## src/rtl/fetch_pair_buffer.sv

```systemverilog
// Dual-issue fetch stage: drives a PC pair to both imem ports and queues the returned words for decode.
// Optional starvation counter is enabled by defining FETCH_PERF_COUNTER_EN.
`timescale 1ns/1ps
module fetch_pair_buffer #(
   parameter int              DEPTH    = 8,
   parameter int              AW       = 12,
   parameter logic [AW-1:0]   RESET_PC = '0
) (
   input  logic                     clock,
   input  logic                     reset,
   output logic [AW-1:0]            address_imem_1,
   output logic [AW-1:0]            address_imem_2,
   input  logic [31:0]              q_imem_1,
   input  logic [31:0]              q_imem_2,
   input  logic [1:0]               pop,
   input  logic                     redirect,
   input  logic [AW-1:0]            redirect_pc,
   output logic                     out_valid_1,
   output logic                     out_valid_2,
   output logic [31:0]              out_insn_1,
   output logic [31:0]              out_insn_2,
   output logic [AW-1:0]            out_pc_1,
   output logic [AW-1:0]            out_pc_2,
   output logic [$clog2(DEPTH):0]   d_count,
   output logic [31:0]              perf_starve_cnt
);

   localparam int PW = $clog2(DEPTH);
   localparam int CW = PW + 1;
   localparam logic [CW-1:0] FETCH_LIMIT = CW'(DEPTH - 2);

   typedef struct packed {
      logic [AW-1:0] pc;
      logic [31:0]   insn;
   } entry_t;

   entry_t          mem_q [DEPTH];
   entry_t          mem_d [DEPTH];
   logic [PW-1:0]   head_q, head_d, tail_q, tail_d;
   logic [CW-1:0]   count_q, count_d;
   logic [AW-1:0]   fetch_pc_q, fetch_pc_d;

   logic            fetch_en;
   logic [CW-1:0]   pop_req;
   logic [CW-1:0]   eff_pop;
   logic [PW-1:0]   tail_p1, head_p1;

   assign tail_p1 = tail_q + PW'(1);
   assign head_p1 = head_q + PW'(1);

   // Fetch decision uses the pre-pop occupancy so a full queue never overflows on a simultaneous pop.
   always_comb begin
      fetch_en = (count_q <= FETCH_LIMIT) && !redirect;
      pop_req  = (pop == 2'd3) ? CW'(2) : CW'(pop);
      eff_pop  = (pop_req > count_q) ? count_q : pop_req;

      mem_d      = mem_q;
      head_d     = head_q + eff_pop[PW-1:0];
      tail_d     = tail_q;
      count_d    = count_q - eff_pop;
      fetch_pc_d = fetch_pc_q;

      if (fetch_en) begin
         mem_d[tail_q]  = '{pc: fetch_pc_q,          insn: q_imem_1};
         mem_d[tail_p1] = '{pc: fetch_pc_q + AW'(1), insn: q_imem_2};
         tail_d         = tail_q + PW'(2);
         count_d        = count_d + CW'(2);
         fetch_pc_d     = fetch_pc_q + AW'(2);
      end

      if (redirect) begin
         head_d     = '0;
         tail_d     = '0;
         count_d    = '0;
         fetch_pc_d = redirect_pc;
      end
   end

   // NOTE: storage is reset along with the pointers because out_insn/out_pc must read zero after reset.
   always_ff @(posedge clock or negedge reset) begin
      if (!reset) begin
         for (int i = 0; i < DEPTH; i++) mem_q[i] <= '0;
         head_q     <= '0;
         tail_q     <= '0;
         count_q    <= '0;
         fetch_pc_q <= RESET_PC;
      end else begin
         mem_q      <= mem_d;
         head_q     <= head_d;
         tail_q     <= tail_d;
         count_q    <= count_d;
         fetch_pc_q <= fetch_pc_d;
      end
   end

   assign address_imem_1 = fetch_pc_q;
   assign address_imem_2 = fetch_pc_q + AW'(1);
   assign out_valid_1    = (count_q != '0);
   assign out_valid_2    = (count_q >= CW'(2));
   assign out_insn_1     = mem_q[head_q].insn;
   assign out_insn_2     = mem_q[head_p1].insn;
   assign out_pc_1       = mem_q[head_q].pc;
   assign out_pc_2       = mem_q[head_p1].pc;
   assign d_count        = count_q;

`ifdef FETCH_PERF_COUNTER_EN
   logic [31:0] perf_q, perf_d;

   always_comb begin
      perf_d = perf_q;
      if (!out_valid_1 && !redirect && (perf_q != '1)) perf_d = perf_q + 32'd1;
   end

   always_ff @(posedge clock or negedge reset) begin
      if (!reset) perf_q <= '0;
      else        perf_q <= perf_d;
   end

   assign perf_starve_cnt = perf_q;
`else
   assign perf_starve_cnt = 32'd0;
`endif

endmodule

```

## config.mk

```make
export PLATFORM = sky130hd
export DESIGN_NAME = fetch_pair_buffer
export DESIGN_NICKNAME = d
export VERILOG_FILES = /design/src/rtl/fetch_pair_buffer.sv
export SDC_FILE = /design/constraint.sdc
export NUM_CORES = 1
export LEC_CHECK = 0
export CORE_ASPECT_RATIO = 2
export CORE_MARGIN = 3
export CORE_UTILIZATION = 50
export DETAILED_ROUTE_END_ITERATION = 16
export GPL_ROUTABILITY_DRIVEN = 0
export PLACE_DENSITY = 0.69
export SLEW_MARGIN = 0
export SYNTH_ARGS = -nofsm -noshare
export SYNTH_HDL_FRONTEND = slang
export SYNTH_SLANG_ARGS = --single-unit
```

## constraint.sdc

```tcl
create_clock -name clock -period 3.4 [get_ports clock]
set_input_delay 1.02 -clock clock [delete_from_list [all_inputs] [get_ports clock]]
set_output_delay 1.02 -clock clock [all_outputs]
set_load 0.02 [all_outputs]
```

==> out/results.md <==
- **placed cell area** 23200 um^2
- **mean cell area of the mapped netlist** 12.5 um^2
- **Pre-Repair DR Iteration Count** 5
- **area of the multi-input gates** 10500 um^2
- **clock tree from TritonCTS** done
- **flip-flop cell with the highest count after synthesis** dfrtp_1
- **VDD IR-drop max** 0.639 mV
- **final setup fails** 79
- **number of ports placed on the die boundary** 231
- **clock slew seen by the registers of the worst setup and hold paths** 0.06 ns
- **RSZ-0062 raised after global routing** yes
- **total CTS buffers** 36
- **number of maximum-capacitance violations** 0
- **synthesized netlist cell count** 1625
- **GRT Resource Usage Total** 26.2%
- **required time of the critical path** 2.38 ns
- **Max Root-Sink Buffers** 3
- **maximum fanout encountered on the critical timing path** 7
- **classification of the worst-slack hold path** in2async
- **Leakage Power** 0.0109 uW
- **sink count of the clock tree** 373
- **number of placement rows** 104
- **Post-DRT Antenna Nets** 0
- **flip-flop and latch count after synthesis** 373
- **relative slew slack** 39.3%
- **minimum period implied by the final worst setup slack** 3.59 ns
- **run status** finished with violations
- **share of flip-flops with an asynchronous set or reset** 100%
- **antenna cell count** 0
- **final worst-path cycle share** 106%
- **initial antenna violation count** 0
- **full die area** 43300 um^2
- **portion of the post-synthesis area used by sequential elements** 45.9%
- **Fill cells** 2979
- **Std-Cell Core Area** 40200 um^2
- **type of the worst setup path** reg2out
- **ratio of total power to cell area** 1110 nW/um^2
- **number of endpoints with negative hold slack in the final report** 0
- **transition at the pin with the smallest max-transition slack** 0.908 ns
- **Final Hold Slack** 0.490 ns
- **buffer type at the clock tree root** clkbuf_16
- **wire length reported by the detailed router** 57000 um
- **post-route cell area** 25600 um^2
- **Post-Synthesis Cell Area** 20400 um^2
- **number of buffers inserted by port buffering** 198
- **YS warnings** 0
- **Highest Clock Rate** 0.279 GHz
- **vertical extent of the die** 291 um
- **via count of the first global-routing pass** 15.4k
- **number of nets in the finished design** 1961
- **maximum number of pins on one net before global-route repair** 102
- **Post-Place Worst Slack** -0.522 ns
- **post-synthesis cell type count** 36
- **final core utilization** 63.7%
- **fraction of final layout cells sized beyond drive strength 1** 39.4%
- **Worst EP arrival** 2.57 ns
- **H-tree level count** 2
- **area growth from synthesis to final layout** 25.9%
- **residual overflow from global routing** 0
- **violations in the final reports** setup timing
- **number of enable flip-flop cells after synthesis** 0
- **Max Clock Skew** 0.0172 ns
- **sequential cell area in the final layout** 9350 um^2
- **startpoint kind of the worst setup timing path** register
- **latest clock arrival within the worst-skew pair** 0.54 ns
- **number of remaining DRC errors** 0
- **max-slew violation count** 0
- **smallest setup slack after layout** -0.190 ns
- **HPWL after detailed placement** 36600 um
- **average routed wire per standard cell** 23.6 um
- **initial standard-cell utilization of the core** 50.6%
- **per-cell via count in the routed design** 5.90
- **via count** 14.3k
- **type of destination of the critical path** primary output
- **first-pass GRT wire length** 88300 um
- **Fin Setup TNS** -7.59 ns
- **hold_buf cts** 0
- **horizontal die dimension** 149 um
- **DRT iter0 DRCs** 725
logic make-up (layout without fill, tap and decap cells):
logic type	count (synthesis)	count (layout)	share of synthesized area, %
AO/OA/AOI/OAI	201	201	5.20
XOR/XNOR	26	26	1.19
adder cells (fa/ha/maj)	19	19	1.24
buffers and inverters	181	413	5.04
flip-flops	373	373	45.9
multiplexers	438	438	34.0
other	1	32	0.0184
AND/OR/NAND/NOR	386	386	7.51
synth_stat cells, types with 2 or more instances:
library cell  number  share of area, %
nor2_1            16              0.30
nand2_4            4              0.22
o21ai_0          175               4.3
mux2_2           260                14
ha_1              17               1.0
fa_1               2              0.20
clkbuf_1          48              0.89
nor4_1             3             0.092
nand2b_1           2             0.061
a22o_1             4              0.17
mux2i_1            2             0.098
buf_2             49               1.2
nand3_1            9              0.22
buf_6             19               1.1
buf_1             11              0.20
xor2_1             8              0.34
nand2_1          338               6.2
buf_4             38               1.4
inv_1             15              0.28
nand4_1            3             0.092
nor3_1             7              0.17
o21ai_1           16              0.39
nor2b_1            3             0.092
dfrtp_1          373                46
xnor2_1           17              0.73
mux4_2           176                19
critical path: stages (launching register included):
cell	delay (ns)
dfrtp_4	0.51
ha_4	0.38
buf_6	0.19
mux4_2	0.53
mux2_4	0.29
buf_6	0.13
metal layers:
layer  GRT usage [%]  part of all wire, %
met1            30.0                   35
met2            48.2                   55
met3            3.43                  5.1
met4            11.3                  4.5
met5               0                    0
stage by stage:
| stage | instances | power [uW] |
|---|---|---|
| floorplan | 1656 | 16800 |
| global placement | 2306 | 22000 |
| detailed placement | 2306 | 22500 |
| CTS | 2403 | 27900 |
| global route | 2418 | 29800 |
| finish | 2418 | 28400 |
cells in the final DEF, fill, tap and decap left out, types with 32 or more instances in the layout:
cell             netlist  routed
mux4_2               176     176
mux2_2               260     208
buf_4                 38      65
buf_6                 19      66
conb_1                 1      32
mux2_4                 0      52
dfrtp_1              373     368
clkdlybuf4s50_1        0     101
nand2_1              338     338
o21ai_0              175     173
buf_12                 0      36
clkbuf_16              0      44
power breakdown:
group          internal (uW)  switching (uW)  total (uW)  leakage, uW
logic                   8920            7390       16300      0.00547
clock network           2520            1770        4280     0.000620
registers               6310            1450        7760      0.00479
path summary, 6_finish.rpt:
kind | to | cells after the start | start | slack (ns)
min in group clock | mem_q[195] | 2 | mem_q[195] | 0.50
max in group asynchronous | mem_q[232] | 3 | reset | 2.03
hold / removal | mem_q[230] | 1 | reset | 0.49
hold reg to reg | mem_q[195] | 2 | mem_q[195] | 0.50
setup / recovery | out_pc_2[4] | 5 | head_q[1] | -0.19
setup reg to reg | d_count[3] | 11 | d_count[0] | 0.65
area by class of cell:
cell class | count | share of cell area [%]
tap | 530 | 2.59
clock buffer | 48 | 4.01
multi-input combinational | 1102 | 40.9
clock inverter | 17 | 0.859
inverter | 16 | 0.234
timing repair buffer | 332 | 15.0
sequential | 373 | 36.5
flip-flops by register name, summed over array words and instances (netlist names):
| register | flops |
|---|---|
| tail_q | 2 |
| address_imem_1 | 12 |
| d_count | 4 |
| head_q | 3 |
| mem_q | 352 |
repair_timing:
item / in CTS / in global routing
endpoints found under the hold margin: 0 / 0
endpoints found under the setup margin: 97 / 93
gates resized for setup: 451 / 104
pin swaps: 3 / 2
buffers inserted: 24 / 15
gates cloned: 8 / 8
Note: power is estimated with default switching activity, not from simulation.
